===== config.mk =====
export PLATFORM = sky130hd
export DESIGN_NAME = frame_buffer_writer
export DESIGN_NICKNAME = d
export VERILOG_FILES = /design/src/rtl/frame_buffer_writer_pkg.sv /design/src/rtl/frame_buffer_writer_raster_addr_counter.sv /design/src/rtl/frame_buffer_writer.sv
export SDC_FILE = /design/constraint.sdc
export NUM_CORES = 1
export LEC_CHECK = 0
export ABC_AREA = 1
export CAP_MARGIN = 20
export CORE_AREA = 2 2 110 112
export CTS_CLUSTER_DIAMETER = 30
export DETAILED_ROUTE_END_ITERATION = 10
export DIE_AREA = 0 0 112 114
export GPL_TIMING_DRIVEN = 0
export PLACE_DENSITY = 0.6
export SLEW_MARGIN = 20
export SYNTH_ARGS = -nofsm -noshare
export SYNTH_HDL_FRONTEND = slang
export SYNTH_SLANG_ARGS = --single-unit

===== constraint.sdc =====
create_clock -name clock -period 3.7 [get_ports clock]
set_input_delay 0.555 -clock clock [delete_from_list [all_inputs] [get_ports clock]]
set_output_delay 0.555 -clock clock [all_outputs]
set_load 0.1 [all_outputs]

===== src/rtl/frame_buffer_writer_pkg.sv =====
// Shared display definitions: default raster geometry, pixel width and the
// state encoding of the frame writer.
package frame_buffer_writer_pkg;

   localparam int DEF_IMG_W  = 320;
   localparam int DEF_IMG_H  = 240;
   localparam int DEF_ADDR_W = 17;
   localparam int PIX_W      = 24;

   typedef enum logic [1:0] {
      IDLE     = 2'd0,
      WAIT_SOF = 2'd1,
      WRITE    = 2'd2
   } fbw_state_e;

   // Counter width for a range of v values, never narrower than one bit.
   function automatic int cnt_width(input int v);
      return (v > 1) ? $clog2(v) : 1;
   endfunction

endpackage


===== src/rtl/frame_buffer_writer_raster_addr_counter.sv =====
// Raster position tracker: column, row and the running base address of the
// current line. The outputs describe the pixel being offered right now; when
// restart is high that pixel is taken as the first of the frame.
module raster_addr_counter
   import frame_buffer_writer_pkg::*;
#(
   parameter int IMG_W  = DEF_IMG_W,
   parameter int IMG_H  = DEF_IMG_H,
   parameter int ADDR_W = DEF_ADDR_W
) (
   input  logic              clock,
   input  logic              reset_n,
   input  logic              clear,
   input  logic              restart,
   input  logic              advance,
   input  logic              next_line,
   output logic [ADDR_W-1:0] addr,
   output logic              last_col,
   output logic              done
);

   localparam int COL_W = cnt_width(IMG_W);
   localparam int ROW_W = cnt_width(IMG_H);

   logic [COL_W-1:0]  col_q, col_d, cur_col;
   logic [ROW_W-1:0]  row_q, row_d, cur_row;
   logic [ADDR_W-1:0] base_q, base_d, cur_base;
   logic              last_row;

   // Position of the pixel on offer: a restarting pixel always sits at 0/0.
   always_comb begin
      cur_col  = col_q;
      cur_row  = row_q;
      cur_base = base_q;
      if (restart) begin
         cur_col  = '0;
         cur_row  = '0;
         cur_base = '0;
      end
   end

   assign addr     = cur_base + ADDR_W'(cur_col);
   assign last_col = (cur_col == COL_W'(IMG_W - 1));
   assign last_row = (cur_row == ROW_W'(IMG_H - 1));
   assign done     = last_col & last_row;

   // Step to the next pixel or the next line; line_base is a running sum so
   // no multiplier is needed. A line break out of the last row (only possible
   // after an early end-of-line) folds back to row 0 to keep addresses in range.
   always_comb begin
      col_d  = col_q;
      row_d  = row_q;
      base_d = base_q;
      if (clear) begin
         col_d  = '0;
         row_d  = '0;
         base_d = '0;
      end else if (advance) begin
         if (next_line) begin
            col_d = '0;
            if (last_row) begin
               row_d  = '0;
               base_d = '0;
            end else begin
               row_d  = cur_row + ROW_W'(1);
               base_d = cur_base + ADDR_W'(IMG_W);
            end
         end else begin
            col_d  = cur_col + COL_W'(1);
            row_d  = cur_row;
            base_d = cur_base;
         end
      end
   end

   // Position registers.
   always_ff @(posedge clock or negedge reset_n) begin
      if (!reset_n) begin
         col_q  <= '0;
         row_q  <= '0;
         base_q <= '0;
      end else begin
         col_q  <= col_d;
         row_q  <= row_d;
         base_q <= base_d;
      end
   end

endmodule


===== src/rtl/frame_buffer_writer.sv =====
// Frame writer: takes a raster pixel stream and writes one frame per start
// pulse into a single-port 24-bit RAM, flagging raster-sync errors.
module frame_buffer_writer
   import frame_buffer_writer_pkg::*;
#(
   parameter int IMG_W  = DEF_IMG_W,
   parameter int IMG_H  = DEF_IMG_H,
   parameter int ADDR_W = DEF_ADDR_W
) (
   input  logic              clock,
   input  logic              reset_n,
   input  logic              start,
   input  logic              s_valid,
   output logic              s_ready,
   input  logic [PIX_W-1:0]  s_data,
   input  logic              s_sof,
   input  logic              s_eol,
   output logic [ADDR_W-1:0] mem_address,
   output logic [PIX_W-1:0]  mem_data,
   output logic              mem_wren,
   output logic              busy,
   output logic              frame_done,
   output logic              err_sync
);

   fbw_state_e        state_q, state_d;
   logic              beat;
   logic              wr_en;
   logic              sync_err;
   logic              cnt_clear;
   logic              cnt_restart;
   logic              next_line;
   logic [ADDR_W-1:0] cnt_addr;
   logic              cnt_last_col;
   logic              cnt_done;

   logic              mem_wren_q, mem_wren_d;
   logic [ADDR_W-1:0] mem_address_q, mem_address_d;
   logic [PIX_W-1:0]  mem_data_q, mem_data_d;
   logic              frame_done_q, frame_done_d;
   logic              err_sync_q, err_sync_d;

   // Ready and busy are pure decodes of the state register, so there is no
   // combinational path from s_valid back to s_ready.
   assign s_ready = (state_q == WAIT_SOF) || (state_q == WRITE);
   assign busy    = (state_q != IDLE);
   assign beat    = s_valid & s_ready;

   // Classify the current beat: whether it is written and whether it breaks
   // the raster. Beats before the first start-of-frame are dropped silently.
   always_comb begin
      wr_en = 1'b0;
      case (state_q)
         WAIT_SOF: wr_en = beat & s_sof;
         WRITE:    wr_en = beat;
         default:  wr_en = 1'b0;
      endcase
      cnt_clear   = (state_q == IDLE) & start;
      cnt_restart = wr_en & s_sof;
      next_line   = s_eol | cnt_last_col;
      // Early end-of-line, missing end-of-line (except on the final pixel)
      // and a start-of-frame inside a frame are all sync errors.
      sync_err    = wr_en & (((state_q == WRITE) & s_sof)
                             | (s_eol & ~cnt_last_col)
                             | (~s_eol & cnt_last_col & ~cnt_done));
   end

   raster_addr_counter #(
      .IMG_W  (IMG_W),
      .IMG_H  (IMG_H),
      .ADDR_W (ADDR_W)
   ) u_raster_addr_counter (
      .clock     (clock),
      .reset_n   (reset_n),
      .clear     (cnt_clear),
      .restart   (cnt_restart),
      .advance   (wr_en),
      .next_line (next_line),
      .addr      (cnt_addr),
      .last_col  (cnt_last_col),
      .done      (cnt_done)
   );

   // State register.
   always_ff @(posedge clock or negedge reset_n) begin
      if (!reset_n) begin
         state_q <= IDLE;
      end else begin
         state_q <= state_d;
      end
   end

   // Next-state logic: start only counts when idle; the final pixel returns
   // to idle whether it was reached from WRITE or (single-pixel frame) WAIT_SOF.
   always_comb begin
      state_d = state_q;
      case (state_q)
         IDLE: begin
            if (start) state_d = WAIT_SOF;
         end
         WAIT_SOF: begin
            if (wr_en) state_d = cnt_done ? IDLE : WRITE;
         end
         WRITE: begin
            if (wr_en && cnt_done) state_d = IDLE;
         end
         default: state_d = IDLE;
      endcase
   end

   // Output logic: one-cycle registered write port, completion pulse and the
   // sticky error, which only an accepted start clears.
   always_comb begin
      mem_wren_d    = wr_en;
      mem_address_d = mem_address_q;
      mem_data_d    = mem_data_q;
      frame_done_d  = wr_en & cnt_done;
      err_sync_d    = err_sync_q | sync_err;
      if (wr_en) begin
         mem_address_d = cnt_addr;
         mem_data_d    = s_data;
      end
      if (cnt_clear) begin
         err_sync_d = 1'b0;
      end
   end

   // Output registers.
   always_ff @(posedge clock or negedge reset_n) begin
      if (!reset_n) begin
         mem_wren_q    <= 1'b0;
         mem_address_q <= '0;
         mem_data_q    <= '0;
         frame_done_q  <= 1'b0;
         err_sync_q    <= 1'b0;
      end else begin
         mem_wren_q    <= mem_wren_d;
         mem_address_q <= mem_address_d;
         mem_data_q    <= mem_data_d;
         frame_done_q  <= frame_done_d;
         err_sync_q    <= err_sync_d;
      end
   end

   assign mem_wren    = mem_wren_q;
   assign mem_address = mem_address_q;
   assign mem_data    = mem_data_q;
   assign frame_done  = frame_done_q;
   assign err_sync    = err_sync_q;

endmodule

Word-level counts from Yosys, hierarchy flattened:

Index checks and enable logic that the tools add are counted.

* output and inout bits: 46
* flip-flop bits (word level): 80
* word-level logic and storage cells: 65
* input bits: 30

* $add $sub $neg: 4
* bitwise gates (word level): 18
* muxes and demuxes: 21
* reductions and logical operators: 6
* eq/ne operators: 7

Operator list (count)
* 17-bit two-way mux: 5
* 8-bit two-way mux: 5
* 9-bit two-way mux: 4
* 17-bit by 9-bit adder with 17-bit output: 1
* 17-bit by 9-bit adder with 17-bit output (second input constant): 1
* 1-bit bitwise AND: 11
* 9-bit by 1-bit adder with 9-bit output (second input constant): 1
* 9-bit equality test (second input constant): 1
* 8-bit by 1-bit adder with 8-bit output (second input constant): 1
* 8-bit equality test (second input constant): 1
* 2-bit two-way mux: 4
* 2-bit one-hot mux with 3 select lines: 1
* 2-bit inequality test (second input constant): 2
* 1-bit OR: 4
* 2-bit nonzero test: 2
* 1-bit NOT: 3
* 3-bit AND reduction: 1
* 2-bit by 1-bit equality test with 1-bit output (second input constant): 1
* 2-bit equality test (second input constant): 1
* 2-bit logical NOT: 1
* 2-bit by 1-bit inequality test with 1-bit output (second input constant): 1
* 1-bit one-hot mux with 2 select lines: 1
* 1-bit logical AND: 1
* 1-bit logical OR: 1
* 1-bit two-way mux: 1

Depth between registers and ports, before layout:

* depth after elaboration: 15
* gate-level depth with buffers: 23
* depth with buffers taken out: 19

Modules after synthesis:

A second synthesis with hierarchy kept.

* cell total of the unflattened synthesis: 615
* area total of the unflattened synthesis: 4559.4 sq um

By module, submodules not included
* raster_addr_counter: times used 1, seq. area each 850.8 sq um, cells an instance 397, area an instance 2636.3 sq um
* frame_buffer_writer: times used 1, seq. area each 1151.1 sq um, cells an instance 218, area an instance 1923.1 sq um

Worst setup path after synthesis:

Ideal clock, no wire load.

* path kind: flip-flop to flip-flop
* from: register state_q[0]
* to: register mem_address_q[10], in the netlist mem_address[10]
* clock period less this slack: 3.627 ns
* arrival time: 3.507 ns
* required time: 3.580 ns
* cell stages (with the launch flop): 21
* setup slack: 0.073 ns
* library setup time: 0.120 ns
* path buffers: 4
* cells stage by stage: dfrtp_1 inv_1 ha_1 nand2_1 inv_1 nand3_2 buf_6 buf_6 buf_4 buf_2 nand2_1 inv_1 ha_1 a21o_1 a31oi_1 nand2_1 nand2_1 nand3_1 xor2_1 nand2_1 nand2_1

* word-level cells in the longest chain between the ends: 8
* elaborated cells between the ends (all ways): 10
* classes of those cells: add/sub: 1; eq/ne: 2; mux: 3; bitwise: 3; reduce/logical: 1

Ends and longest elaborated chain
* start: declaration: line frame_buffer_writer.sv:26 `fbw_state_e state_q, state_d;`
* start signal: assignment: line frame_buffer_writer.sv:89 `state_q <= state_d;`
* 2-bit by 1-bit equality test with 1-bit output / 2-bit equality test (equally long branches): line frame_buffer_writer.sv:45 `assign s_ready = (state_q == WAIT_SOF) || (state_q == WRITE);`
* 1-bit logical OR (*): line frame_buffer_writer.sv:45
* named net s_ready: line frame_buffer_writer.sv:14 `output logic s_ready,`
* 1-bit bitwise AND (*): line frame_buffer_writer.sv:47 `assign beat = s_valid & s_ready;`
* 1-bit bitwise AND: line frame_buffer_writer.sv:54 `WAIT_SOF: wr_en = beat & s_sof;`
* 1-bit one-hot mux with 2 select lines (*): line frame_buffer_writer.sv:53 `case (state_q)`
* 1-bit bitwise AND: line frame_buffer_writer.sv:59 `cnt_restart = wr_en & s_sof;`
* 17-bit two-way mux / 9-bit two-way mux (equally long branches): line frame_buffer_writer_raster_addr_counter.sv:35 `if (restart) begin`
* 17-bit by 9-bit adder with 17-bit output: line frame_buffer_writer_raster_addr_counter.sv:42 `assign addr = cur_base + ADDR_W'(cur_col);`
* end signal: assignment: line frame_buffer_writer.sv:138 `mem_address_q <= mem_address_d;`
* end: declaration: line frame_buffer_writer.sv:38 `logic [ADDR_W-1:0] mem_address_q, mem_address_d;`

The timed path passes the listed nets; every way through them passes the cells marked *.
A chain may end at the register's enable or synchronous reset.

Final worst setup path:

* from: register state_q[1]
* to: register mem_address_q[10], in the netlist mem_address[10]

* word-level cells in the longest chain between the ends: 8
* elaborated cells between the ends (all ways): 10
* classes of those cells: add/sub: 1; eq/ne: 2; mux: 3; bitwise: 3; reduce/logical: 1

Ends and longest elaborated chain (line)
* 2-bit by 1-bit equality test with 1-bit output / 2-bit equality test (equally long branches): frame_buffer_writer.sv:45, frame_buffer_writer.sv:53
* 1-bit logical OR: frame_buffer_writer.sv:45
* 1-bit bitwise AND: frame_buffer_writer.sv:47
* 1-bit bitwise AND: frame_buffer_writer.sv:54
* 1-bit one-hot mux with 2 select lines (*): frame_buffer_writer.sv:53
* 1-bit bitwise AND: frame_buffer_writer.sv:59
* 17-bit two-way mux / 9-bit two-way mux (equally long branches): frame_buffer_writer_raster_addr_counter.sv:35
* 17-bit by 9-bit adder with 17-bit output: frame_buffer_writer_raster_addr_counter.sv:42

Mark *: on every way between the ends. The rest lies on a longest branch, timed or not.

==> results.md <==
- Total track usage: 0.1971
- Crit path time final: 3.306 ns
- Worst skew pair latency: 0.35 ns
- Layout area overhead: 28.18%
- Vias in the first global route: 4,117
- Final worst-path cycle share: 0.8935
- Worst-path fanout max: 19
- Pins Over Slew Limit: 0
- CTS tree: built
- HPWL after DPL: 8915 µm
- Drt total wl: 11,990 µm
- Asr flop ratio synth: 1.000
- Num CTS Buffers: 9
- Mapped Cells: 623
- M1 wire length: 5492 µm
- Die width: 112 µm
- N_diodes: 0
- CP Data Required Time: 3.94 ns
- Peak supply drop: 0.0007038 V
- Final Util: 0.4947
- Die area: 12,770 µm²
- Max-Cap Viols: 0
- Synth top area share: 0.4430
- Port-buffer cells: 75
- Drt via density: 5.012
- Initial antenna violation count: 0
- GRT Residual Overflow: 0
- Hold/Removal Path Class: input pin to asynchronous set/reset pin
- Crit path kind: flip-flop to flip-flop
- Setup repair after global routing missed its margin: false
- Flop2flop setup slack: 0.39 ns
- R2R cell count: 19
- Starting DRC count in detailed routing: 239
- Number of enable flip-flop cells after synthesis: 0
- Initial DRT Pass Iterations: 5
- Final Skew: 0.006792 ns
- DR WL/cell: 13.95 µm
- Peak Freq: 0.3025 GHz
- Setup crit end kind: flip-flop
- Routability-driven placement congestion ratio: 0.8581
- Fin Hold WS: 0.2309 ns
- YS warnings: 0
- Clk sinks: 80
- Core area: 11,710 µm²
- Synthesized cell area: 4519 µm²
- H-tree depth: 3
- Count of different cell masters after synthesis: 35
- Rel. slew slack: 0.3291
- Ys flop type: dfrtp_1
- Max layer used: met4
- Metal3 WL: 612 µm
- Critical path arrival: 3.54 ns
- R2r startpoint: state_q[1]$_DFFE_PN0P_
- Share of layout cells above drive strength 1: 0.06452
- Nets: 753
- LEAKAGE: 3.111 nW
- Final setup fails: 0
- Most frequent cells in the layout: nand2_1 (263), dfrtp_1 (80), clkdlybuf4s50_1 (74)
- Ordered list of cells on the worst path: inv_1 -> ha_1 -> nand2_1 -> inv_1 -> nand3_2 -> buf_6 -> buf_6 -> buf_4 -> nand2_1 -> inv_1 -> ha_1 -> a21o_1 -> a31oi_1 -> nand2_1 -> nand2_1 -> nand3_2 -> xor2_1 -> nand2_1 -> nand2_1
- CTS clk-pin slew, worst paths: 0.06 ns
- Sequential-to-total area share from yosys stat: 0.4430
- Post-Syn Nets: 667
- Via Count: 4,310
- Std-Cell Rows: 40
- Bufs on Longest Clock Path: 2
- Status: finished clean
- Slew @ Worst Pin: 1.003 ns
- Hold Violations, Final: 0
- FF+latch count, synth: 80
- Initial Util: 0.3859
- Most common cell after layout, fill and taps aside: nand2_1
- Crit path from: state_q[1]$_DFFE_PN0P_
- Antenna Nets Post-Route: 0
- # IOs: 76
- Die height: 114 µm
- PD cells: 750.3 nW/µm²
- Largest net degree at the start of global routing: 49
- Synthesized area per cell: 7.254 µm²
- DRC viols: 0
- Routed length on met2: 5664 µm
- Top cell by count, worst path: nand2_1
- Critical R2R Capture: mem_address[10]$_DFFE_PN0P_
- CP max stage delay: 0.38 ns
- Slowest-stage cell, CP: dfrtp_1
- Root Buffer: clkbuf_16
- Startpoint types: flip-flop
- Area leader, netlist: dfrtp_1
- First-pass GRT wire length: 20,040 µm
- Synth area leaders: dfrtp_1 (44%), nand2_1 (22%), nand3_1 (6.5%)
## critical path: cells and delay by family (launching register included)
kind | cells | cell delay [ns]
AO/OA/AOI/OAI | 2 | 0.33
XOR/XNOR | 1 | 0.19
flip-flops | 1 | 0.38
buffers and inverters | 6 | 0.83
AND/OR/NAND/NOR | 8 | 0.80
adder cells (fa/ha/maj) | 2 | 0.65
## area by class of cell
type / instances / area, µm²
Multi-Input combinational cell: 458 / 2161
Buffer: 16 / 101.3
Sequential cell: 80 / 2002
Timing Repair Buffer: 76 / 768.2
Inverter: 68 / 255.2
Clock inverter: 3 / 65.06
Clock buffer: 12 / 256.5
Fill cell: 1161 / 5918
Tap cell: 147 / 183.9
## per-layer routing
metal / vias to the layer above / GRT usage
li1: 2145 / -
met1: 2044 / 0.2639
met2: 102 / 0.3156
met3: 19 / 0.03985
met4: 0 / 0.07967
met5: - / 0
## cells in the mapped netlist, types with 2 or more instances
cell type  number
inv_1          64
nor3_1          6
ha_1           14
nor2_4          2
nand2_4         2
xnor2_1         2
nand3_1        59
xor2_1          3
a21oi_1         8
a31oi_1         6
inv_2           4
or2_2           2
o21ai_1         7
nand3b_1        2
buf_6           5
nand3_2         2
nand4_1        10
o21ai_0        19
nand2_1       263
nor2_2          6
dfrtp_1        80
nand2_2         3
clkbuf_1        6
buf_1           4
nor2_1         32
o21bai_1        3
## flip-flops by register name, summed over array words and instances, names as in the netlist
signal and flops:
u_raster_addr_counter.base_q 17, err_sync 1, state_q 2, u_raster_addr_counter.row_q 8, u_raster_addr_counter.col_q 9, mem_wren 1, frame_done 1, mem_address 17
mem_data 24
## how the worst max path moves through the flow
stage                                                 end  slack [ns]  cells past startpoint
3_3_place_gp   u_raster_addr_counter.col_q[4]$_DFFE_PN0P_       -0.94                      1
6_report                      mem_address[10]$_DFFE_PN0P_        0.39                     19
4_1_cts                       mem_address[10]$_DFFE_PN0P_        0.15                     20
3_5_place_dp                  mem_address[10]$_DFFE_PN0P_       -0.17                     19
5_1_grt                       mem_address[16]$_DFFE_PN0P_        0.07                     20
2_1_floorplan                 mem_address[10]$_DFFE_PN0P_        0.07                     20
## repair_timing
action	CTS	global route
resized for setup	0	1
setup endpoints to repair	0	6
setup buffers	0	0
hold buffers	0	0
## cell families (layout without fill, tap and decap cells)
kind of cell / Yosys count / in the layout / synth area share
adder cells (fa/ha/maj): 14 / 14 / 0.03876
XOR/XNOR: 5 / 5 / 0.009692
AND/OR/NAND/NOR: 392 / 392 / 0.3688
flip-flops: 80 / 80 / 0.4430
buffers and inverters: 85 / 175 / 0.08001
AO/OA/AOI/OAI: 47 / 47 / 0.05980
## power by group
| group | total [mW] | internal (mW) | switching, mW |
|---|---|---|---|
| clock network | 0.970 | 0.623 | 0.347 |
| logic | 2.22 | 0.490 | 1.73 |
| registers | 1.16 | 1.06 | 0.0983 |
| total | 4.35 | 2.17 | 2.18 |
## per-stage QoR
step | cell area, µm² | setup TNS, ns | instances | worst slack, ns | total power, mW
floorplan | 4519 | 0 | 623 | 0.07281 | 2.833
global placement | 5454 | -74.97 | 845 | -0.9361 | 3.383
detailed placement | 5472 | -0.6407 | 846 | -0.1693 | 3.405
CTS | 5793 | 0 | 861 | 0.1489 | 4.392
global route | 5793 | 0 | 860 | 0.06923 | 4.551
finish | 5793 | 0 | 860 | 0.3940 | 4.347
Power figures use the tool's default switching activity.
